<file path="config.mk">
export PLATFORM = sky130hd
export DESIGN_NAME = ps2_scancode_decoder
export DESIGN_NICKNAME = d
export VERILOG_FILES = /design/src/rtl/ps2_scancode_decoder.sv
export SDC_FILE = /design/constraint.sdc
export NUM_CORES = 1
export LEC_CHECK = 0
export ABC_AREA = 1
export BUFFER_PORTS_ARGS = -buffer_cell sky130_fd_sc_hd__buf_4
export CORE_AREA = 4 4 83 85
export DETAILED_ROUTE_END_ITERATION = 12
export DIE_AREA = 0 0 87 89
export GPL_ROUTABILITY_DRIVEN = 1
export PLACE_DENSITY_LB_ADDON = 0.12
export SKIP_CTS_REPAIR_TIMING = 1
export SYNTH_ARGS = -nofsm -noshare
export SYNTH_HDL_FRONTEND = slang
export SYNTH_SLANG_ARGS = --single-unit
</file>
<file path="constraint.sdc">
create_clock -name clk -period 1.6 [get_ports clk]
set_input_delay 0 -clock clk [delete_from_list [all_inputs] [get_ports clk]]
set_output_delay 0 -clock clk [all_outputs]
set_load 0.05 [all_outputs]
</file>
<file path="src/rtl/ps2_scancode_decoder.sv">
// Set-2 scancode decoder: turns PS/2 byte streams into key / system / error events
// and tracks Shift/Ctrl/Alt held state.
module ps2_scancode_decoder #(
  parameter int unsigned TIMEOUT_CYCLES = 100000,
  parameter int unsigned PAUSE_TAIL     = 7
) (
  input  logic       clk,
  input  logic       rst,
  input  logic [7:0] rx_data,
  input  logic       rx_ready,
  input  logic       rx_error,
  output logic       key_valid,
  output logic [7:0] key_code,
  output logic       key_ext,
  output logic       key_release,
  output logic       sys_valid,
  output logic [7:0] sys_code,
  output logic       frame_err,
  output logic       seq_err,
  output logic       mod_shift,
  output logic       mod_ctrl,
  output logic       mod_alt
);

  localparam int unsigned TW = $clog2(TIMEOUT_CYCLES + 1);
  localparam int unsigned PW = $clog2(PAUSE_TAIL + 1);

  typedef enum logic [2:0] {S_IDLE, S_EXT, S_BRK, S_EXT_BRK, S_PAUSE} state_t;

  // held bit order: lshift, rshift, lctrl, rctrl, lalt, ralt
  logic          rdy_meta_q, rdy_sync_q, rdy_prev_q;
  logic [7:0]    byte_q;
  logic          berr_q, bvld_q;
  state_t        state_q, state_d;
  logic [TW-1:0] tmo_q, tmo_d;
  logic [PW-1:0] pcnt_q, pcnt_d;
  logic          key_valid_q, key_valid_d, key_ext_q, key_ext_d, key_rel_q, key_rel_d;
  logic [7:0]    key_code_q, key_code_d, sys_code_q, sys_code_d;
  logic          sys_valid_q, sys_valid_d, frame_err_q, frame_err_d, seq_err_q, seq_err_d;
  logic [5:0]    held_q, held_d;
  logic          emit, emit_ext, emit_rel, is_sys;

  always_ff @(posedge clk) begin
    if (rst) begin
      rdy_meta_q <= 1'b0;
      rdy_sync_q <= 1'b0;
      rdy_prev_q <= 1'b0;
      byte_q     <= '0;
      berr_q     <= 1'b0;
      bvld_q     <= 1'b0;
    end else begin
      rdy_meta_q <= rx_ready;
      rdy_sync_q <= rdy_meta_q;
      rdy_prev_q <= rdy_sync_q;
      bvld_q     <= rdy_sync_q & ~rdy_prev_q;
      if (rdy_sync_q && !rdy_prev_q) begin
        byte_q <= rx_data;
        berr_q <= rx_error;
      end
    end
  end

  always_comb begin
    is_sys = (byte_q == 8'hFA) || (byte_q == 8'hAA) || (byte_q == 8'hEE) ||
             (byte_q == 8'hFE) || (byte_q == 8'hFC) || (byte_q == 8'h00) ||
             (byte_q == 8'hFF);
  end

  always_comb begin
    state_d     = state_q;
    tmo_d       = (state_q == S_IDLE) ? '0 : tmo_q + TW'(1);
    pcnt_d      = pcnt_q;
    key_valid_d = 1'b0;
    key_code_d  = key_code_q;
    key_ext_d   = key_ext_q;
    key_rel_d   = key_rel_q;
    sys_valid_d = 1'b0;
    sys_code_d  = sys_code_q;
    frame_err_d = 1'b0;
    seq_err_d   = 1'b0;
    held_d      = held_q;
    emit        = 1'b0;
    emit_ext    = 1'b0;
    emit_rel    = 1'b0;

    if (bvld_q) begin
      // a captured byte always beats a timeout expiring in the same cycle
      tmo_d = '0;
      if (berr_q) begin
        frame_err_d = 1'b1;
        state_d     = S_IDLE;
        pcnt_d      = '0;
      end else begin
        unique case (state_q)
          S_IDLE: begin
            if (byte_q == 8'hE0) state_d = S_EXT;
            else if (byte_q == 8'hF0) state_d = S_BRK;
            else if (byte_q == 8'hE1) begin
              state_d = S_PAUSE;
              pcnt_d  = PW'(PAUSE_TAIL);
            end else if (is_sys) begin
              sys_valid_d = 1'b1;
              sys_code_d  = byte_q;
            end else emit = 1'b1;
          end
          S_EXT: begin
            if (byte_q == 8'hF0) state_d = S_EXT_BRK;
            else if (byte_q != 8'hE0) begin
              state_d = S_IDLE;
              if (is_sys) begin
                sys_valid_d = 1'b1;
                sys_code_d  = byte_q;
              end else begin
                emit     = 1'b1;
                emit_ext = 1'b1;
              end
            end
          end
          S_BRK: begin
            if (byte_q != 8'hF0) begin
              state_d  = S_IDLE;
              emit     = 1'b1;
              emit_rel = 1'b1;
            end
          end
          S_EXT_BRK: begin
            if (byte_q != 8'hF0) begin
              state_d  = S_IDLE;
              emit     = 1'b1;
              emit_ext = 1'b1;
              emit_rel = 1'b1;
            end
          end
          S_PAUSE: begin
            pcnt_d = pcnt_q - PW'(1);
            if (pcnt_q <= PW'(1)) begin
              pcnt_d      = '0;
              state_d     = S_IDLE;
              key_valid_d = 1'b1;
              key_code_d  = 8'hE1;
              key_ext_d   = 1'b0;
              key_rel_d   = 1'b0;
            end
          end
          default: state_d = S_IDLE;
        endcase
      end
    end else if (state_q != S_IDLE && tmo_q == TW'(TIMEOUT_CYCLES - 1)) begin
      state_d   = S_IDLE;
      seq_err_d = 1'b1;
      tmo_d     = '0;
    end

    if (emit) begin
      key_valid_d = 1'b1;
      key_code_d  = byte_q;
      key_ext_d   = emit_ext;
      key_rel_d   = emit_rel;
      unique case ({emit_ext, byte_q})
        9'h012:  held_d[0] = ~emit_rel;
        9'h059:  held_d[1] = ~emit_rel;
        9'h014:  held_d[2] = ~emit_rel;
        9'h114:  held_d[3] = ~emit_rel;
        9'h011:  held_d[4] = ~emit_rel;
        9'h111:  held_d[5] = ~emit_rel;
        default: ;
      endcase
    end
  end

  always_ff @(posedge clk) begin
    if (rst) begin
      state_q     <= S_IDLE;
      tmo_q       <= '0;
      pcnt_q      <= '0;
      key_valid_q <= 1'b0;
      key_code_q  <= '0;
      key_ext_q   <= 1'b0;
      key_rel_q   <= 1'b0;
      sys_valid_q <= 1'b0;
      sys_code_q  <= '0;
      frame_err_q <= 1'b0;
      seq_err_q   <= 1'b0;
      held_q      <= '0;
    end else begin
      state_q     <= state_d;
      tmo_q       <= tmo_d;
      pcnt_q      <= pcnt_d;
      key_valid_q <= key_valid_d;
      key_code_q  <= key_code_d;
      key_ext_q   <= key_ext_d;
      key_rel_q   <= key_rel_d;
      sys_valid_q <= sys_valid_d;
      sys_code_q  <= sys_code_d;
      frame_err_q <= frame_err_d;
      seq_err_q   <= seq_err_d;
      held_q      <= held_d;
    end
  end

  assign key_valid   = key_valid_q;
  assign key_code    = key_code_q;
  assign key_ext     = key_ext_q;
  assign key_release = key_rel_q;
  assign sys_valid   = sys_valid_q;
  assign sys_code    = sys_code_q;
  assign frame_err   = frame_err_q;
  assign seq_err     = seq_err_q;
  assign mod_shift   = held_q[0] | held_q[1];
  assign mod_ctrl    = held_q[2] | held_q[3];
  assign mod_alt     = held_q[4] | held_q[5];

endmodule

</file>
# Word-level counts from Yosys, hierarchy flattened
# Index checks and enable logic that the tools add are counted.
[classes]
add_sub_neg = 2
magnitude_cmp = 1
n_eq_ne = 35
n_mux = 65
bitwise_logic = 8
n_reduce_logical = 33
[op_table]
columns = ["cell", "n"]
rows = [
  ["two-way mux 8 bit", 11],
  ["equality test 8 bit (second input constant)", 9],
  ["two-way mux 3 bit", 15],
  ["two-way mux 1 bit", 33],
  ["equality test 9 x 5 -> 1 bit (second input constant)", 3],
  ["equality test 9 bit (second input constant)", 2],
  ["adder 17 x 1 -> 17 bit (second input constant)", 1],
  ["equality test 17 bit (second input constant)", 1],
  ["!= test 8 bit (second input constant)", 2],
  ["case mux 8 bit (2 select lines)", 1],
  ["case mux 3 bit (4 select lines)", 1],
  ["AND reduction 2 bit", 6],
  ["!= test 2 bit (second input constant)", 5],
  ["AND reduction 5 bit", 2],
  ["nonzero test 2 bit", 5],
  ["equality test 9 x 7 -> 1 bit (second input constant)", 1],
  ["zero test 8 bit", 1],
  ["AND reduction 8 bit", 1],
  ["equality test 3 x 2 -> 1 bit (second input constant)", 2],
  ["logical OR 1 bit", 6],
  ["!= test 3 bit (second input constant)", 2],
  ["!= test 6 x 3 -> 1 bit (second input constant)", 1],
  ["case mux 3 bit (2 select lines)", 1],
  ["nonzero test 3 bit", 2],
  ["other kinds (21)", 30],
]
[word_totals]
ff_bits = 64
input_bits = 12
output_inout_bits = 25
word_cells = 167

# Longest topological paths before layout
[logic_depth]
ltp_word = 16
mapped_depth = 14
depth_no_buf = 14

# Worst setup path before layout
# No wires, ideal clock.
[synth_timing]
kind = "reg-to-reg"
startpoint = "register tmo_q[0]"
endpoint = "register tmo_q[16]"
setup_ns = 0.115
t_arrival_ns = 1.472
required_time_ns = 1.485
path_slack_ns = 0.012
path_stages_with_launch = 11
n_path_buf = 0
synth_period_minus_slack_ns = 1.588
path_cell_list = "dfxtp_1 -> ha_1 -> nand2_1 -> nor3_2 -> nand3_1 -> nor2_1 -> nand2_1 -> nor3_1 -> a21oi_1 -> o21ai_0 -> inv_1"
[synth_via]
elab_chain_len = 3
word_cells_on_any_way = 4
cone_classes = "add/sub (1); eq/ne (1); reduce/logical (2)"
[synth_rtl]
columns = ["item", "line", "rtl"]
rows = [
  ["start: declaration", "35", "logic [TW-1:0] tmo_q, tmo_d;"],
  ["start signal: assignment", "187", "tmo_q <= tmo_d;"],
  ["parallel branches: the longest is 3 deep, another holds adder 17 x 1 -> 17 bit", "-", ""],
]
# Parallel ways; which one is timed is not known.
# A chain may end at the register's enable or synchronous reset.

# Worst setup path after layout
[layout_timing]
startpoint = "register byte_q[3]"
endpoint = "register sys_code_q[0] (netlist: sys_code[0])"
[layout_via]
elab_chain_len = 12
word_cells_on_any_way = 30
cone_classes = "eq/ne (15); mux (7); reduce/logical (8)"
[layout_rtl]
columns = ["item", "line", "rtl"]
rows = [
  ["start: declaration", "32", "logic [7:0] byte_q;"],
  ["start signal: assignment", "57", "byte_q <= rx_data;"],
  ["equality test 8 bit", "64", "is_sys = (byte_q == 8'hFA) || (byte_q == 8'hAA) || (byte_q == 8'hEE) ||"],
  ["logical OR 1 bit (3 in a row)", "64", ""],
  ["logical OR 1 bit (3 in a row)", "65", "(byte_q == 8'hFE) || (byte_q == 8'hFC) || (byte_q == 8'h00) ||"],
  ["two-way mux 8 bit (4 in a row)", "-", ""],
  ["case mux 8 bit (2 select lines)", "-", ""],
  ["end signal: assignment", "194", "sys_code_q <= sys_code_d;"],
  ["end: declaration", "38", "logic [7:0] key_code_q, key_code_d, sys_code_q, sys_code_d;"],
]
# Parallel ways exist; a longest one is shown, timed or not. The select of a mux whose other input is x is not followed.

==> summary.txt <==
Clocking
  – CTS tree: done
  – Htree depth: 3
  – CTS clk-pin slew, worst paths: 70 ps
  – Worst skew pair latency: 340 ps
  – Num CTS Buffers: 9
  – Clock root cell: clkbuf_8
  – Total clock sinks: 64
  – Clock Path Buffers: 2

Synthesis
  – Asr flop ratio synth: 0%
  – Syn Inst Count: 411
  – Top cells by count, synth: dfxtp_1 (64), nand2_1 (57), inv_1 (51)
  – Yosys top cell area share: 41.5%
  – Main synth FF type: dfxtp_1
  – Largest area contributor in the netlist: dfxtp_1
  – Syn_nets: 425
  – Post-Syn Area: 3090 um^2
  – Synth Warn #: 0
  – Post-synth EDFFs: 0
  – Yosys cell types: 39
  – Area contributors post-synth: dfxtp_1 (41%), nand2_1 (6.9%), inv_1 (6.2%)
  – Fraction of the yosys area taken by sequential cells: 41.5%
  – Flops & latches, synth: 64
  – Count leader, synth: dfxtp_1
  – Avg Synthesized Cell Area: 7.52 um^2

Critical path
  – Crit path capture: sys_code[0]
  – Crit end category: flop
  – Critical-path maximum fanout: 10
  – Buf+Inv Stages, Crit Path: 3
  – Cells along the critical path: inv_2, nand2_4, nor2_4, a21oi_4, nand2_2, nand2_2, nand4_1, buf_6, buf_4, a21oi_2
  – CP dominant cell by count: nand2_2
  – Crit path kind: flop to flop
  – Reg-to-Reg Start: byte_q[3]
  – Worst reg2reg path endpoint: sys_code[0]
  – R2r setup slk: -50 ps
  – Slowest-stage cell, CP: dfxtp_1
  – Startpoint types: flop
  – Arr. time, crit path: 1930 ps
  – R2R depth: 10
  – WP depth: 10
  – CP startpoint: byte_q[3]
  – Critical Path RT: 1880 ps
  – Delay-heaviest family, CP: simple AND/OR/NAND/NOR gates
  – Largest incremental delay on the critical path: 340 ps

Pwr
  – Pwr dens: 744 nW/um^2
  – Leakage: 2.03 nW
  – Switching part of the total: 26.1%
  – Net load switching power: 0.899 mW
  – Total Power: 3.45 mW
  – Cell Int Power: 2.55 mW
  – Reg power frac: 47.9%
  – Gate power share: 12.7%
  – Peak VDD IR: 630 uV
  – Clock share of power: 39.4%

STA
  – Worst slew pin tran: 348 ps
  – Fin crit period: 1650 ps
  – Highest Clock Rate: 0.606 GHz
  – Pins over their slew limit: 0
  – Final hold violation count: 5
  – Final period utilization: 103%
  – Clk_skew: 8.13 ps
  – RSZ-0062 raised after global routing: true
  – Rel. slew slack: 76.6%
  – Final hold slack: -48.9 ps
  – # setup viols final: 15
  – PnR worst setup slack: -51.4 ps

Routing
  – DR WL/cell: 13.4 um
  – Final WL: 8.23 mm
  – Via/cell ratio: 5.11
  – DR pass1 iterations: 4
  – DR vias: 3,143
  – Routed Antenna Nets: 0
  – Initial DRC count: 90
  – DRC viols: 0

Placement
  – Post-placement cell count: 576
  – GP Congestion: 0.979
  – I/O Buffers: 36
  – Final HPWL DP: 5.59 mm

Cells and area
  – # fillers: 476
  – Share of layout cells above drive strength 1: 46.7%
  – Post-layout util: 74.7%
  – Finished Layout Cells: 615
  – Nets: 548
  – Multi-input logic area: 1860 um^2
  – Ant. Diodes: 0
  – FF+latch area: 1310 um^2
  – Area Overhead vs Synth: 50.1%

Global routing
  – Largest net degree at the start of global routing: 22
  – Initial antenna violation count: 0
  – Met2 Usage GRT: 34.2%
  – GR Util met3: 5.81%
  – Grt ovf: 0
  – Number of global-route vias before repair: 2,846
  – Met1 Usage GRT: 25.2%
  – First-pass GRT wire length: 12.6 mm
  – Gr busiest metal: met2
  – GR Util All Layers: 20.4%

Floorplanning
  – Core area: 6200 um^2
  – IO Pins: 37
  – Core Rows: 29
  – Die area: 7740 um^2
  – Chip Width: 87 um
  – Initial Util: 49.8%
  – Die Y: 89 um

Status
  – Failing checks: hold timing, setup timing
  – Status: finished, violations left

Worst hold path
  – Hold Path Class: input port to flop

Job
  – MaxCap Viol Count: 0
[worst min path at each step]
stage / start / endpoint / slack (ps) / cells past startpoint
global placement: rx_ready / rdy_meta_q / 200 / 3
detailed placement: rx_ready / rdy_meta_q / 230 / 3
global route: rx_data[5] / byte_q[5] / -5 / 3
finish: rx_data[5] / byte_q[5] / -50 / 3
CTS: rx_ready / rdy_meta_q / -130 / 3
floorplan: rst / pcnt_q[0] / 70 / 1
[sequential cells by signal (all words and copies together) (netlist names), 3 cells and up]
signal / count
key_code: 8
held_q: 6
state_q: 3
tmo_q: 17
sys_code: 8
byte_q: 8
pcnt_q: 3
[area by class of cell]
type                            count  share of cell area [%]
Sequential cell                    64                    28.3
Tap cell                           77                    2.08
Inverter                           65                    5.37
Timing Repair Buffer              119                    20.2
Clock buffer                       11                    3.05
Clock inverter                      4                   0.971
Multi-Input combinational cell    275                    40.1
[logic make-up (layout without fill, tap and decap cells)]
logic type / Yosys count / count (layout) / synth area share (%)
XOR/XNOR: 7 / 7 / 1.98
flip-flops: 64 / 64 / 41.5
buffers and inverters: 74 / 199 / 9.64
AO/OA/AOI/OAI: 71 / 72 / 13.2
AND/OR/NAND/NOR: 193 / 194 / 32.9
adder cells (fa/ha/maj): 2 / 2 / 0.810
[power by group through the flow]
stage / logic (mW) / clock network (mW) / registers, mW
finish: 0.440 / 1.36 / 1.65
global route: 0.481 / 1.45 / 1.65
CTS: 0.368 / 1.39 / 1.65
detailed placement: 0.366 / 0 / 1.68
global placement: 0.364 / 0 / 1.68
floorplan: 0.177 / 0 / 1.72
[layer usage]
layer	part of all wire, %	wire length [um]
met5	0	0
met4	2.0	162
met3	4.5	370
met2	50	4110
met1	44	3590
[worst min-delay path, delay by kind of cell]
kind	cells	cell delay [ps]
compound gates	2	180
buf+inv	1	70
[cell usage in the layout, fill, tap and decap left out, types with 4 or more instances in the layout]
master         count
buf_4            107
dfxtp_1           49
inv_1             44
nand2_1           36
a21oi_1           32
nor2_1            31
nand3_1           22
nand2_2           20
nand4_1           19
inv_2             18
o21ai_0           15
nor2_4            12
nand2_4           11
dfxtp_2           11
clkbuf_8          10
nand3_2            9
o21ai_1            7
nor2_2             6
nor3_1             6
a21oi_2            6
buf_6              6
xor2_1             5
dlygate4sd3_1      5
a21oi_4            4
o21ai_2            4
dfxtp_4            4
[through the flow]
step	setup slack [ps]	hold slack (ps)	area [um^2]	setup TNS (ps)
global placement	-31.1	204	3860	-266
CTS	-98.0	-126	4050	-1160
global route	-181	-4.76	4640	-3040
floorplan	12.4	69.1	3090	0
detailed placement	-76.7	228	3860	-704
finish	-51.4	-48.9	4640	-279
(Power assumes the default switching activity.)
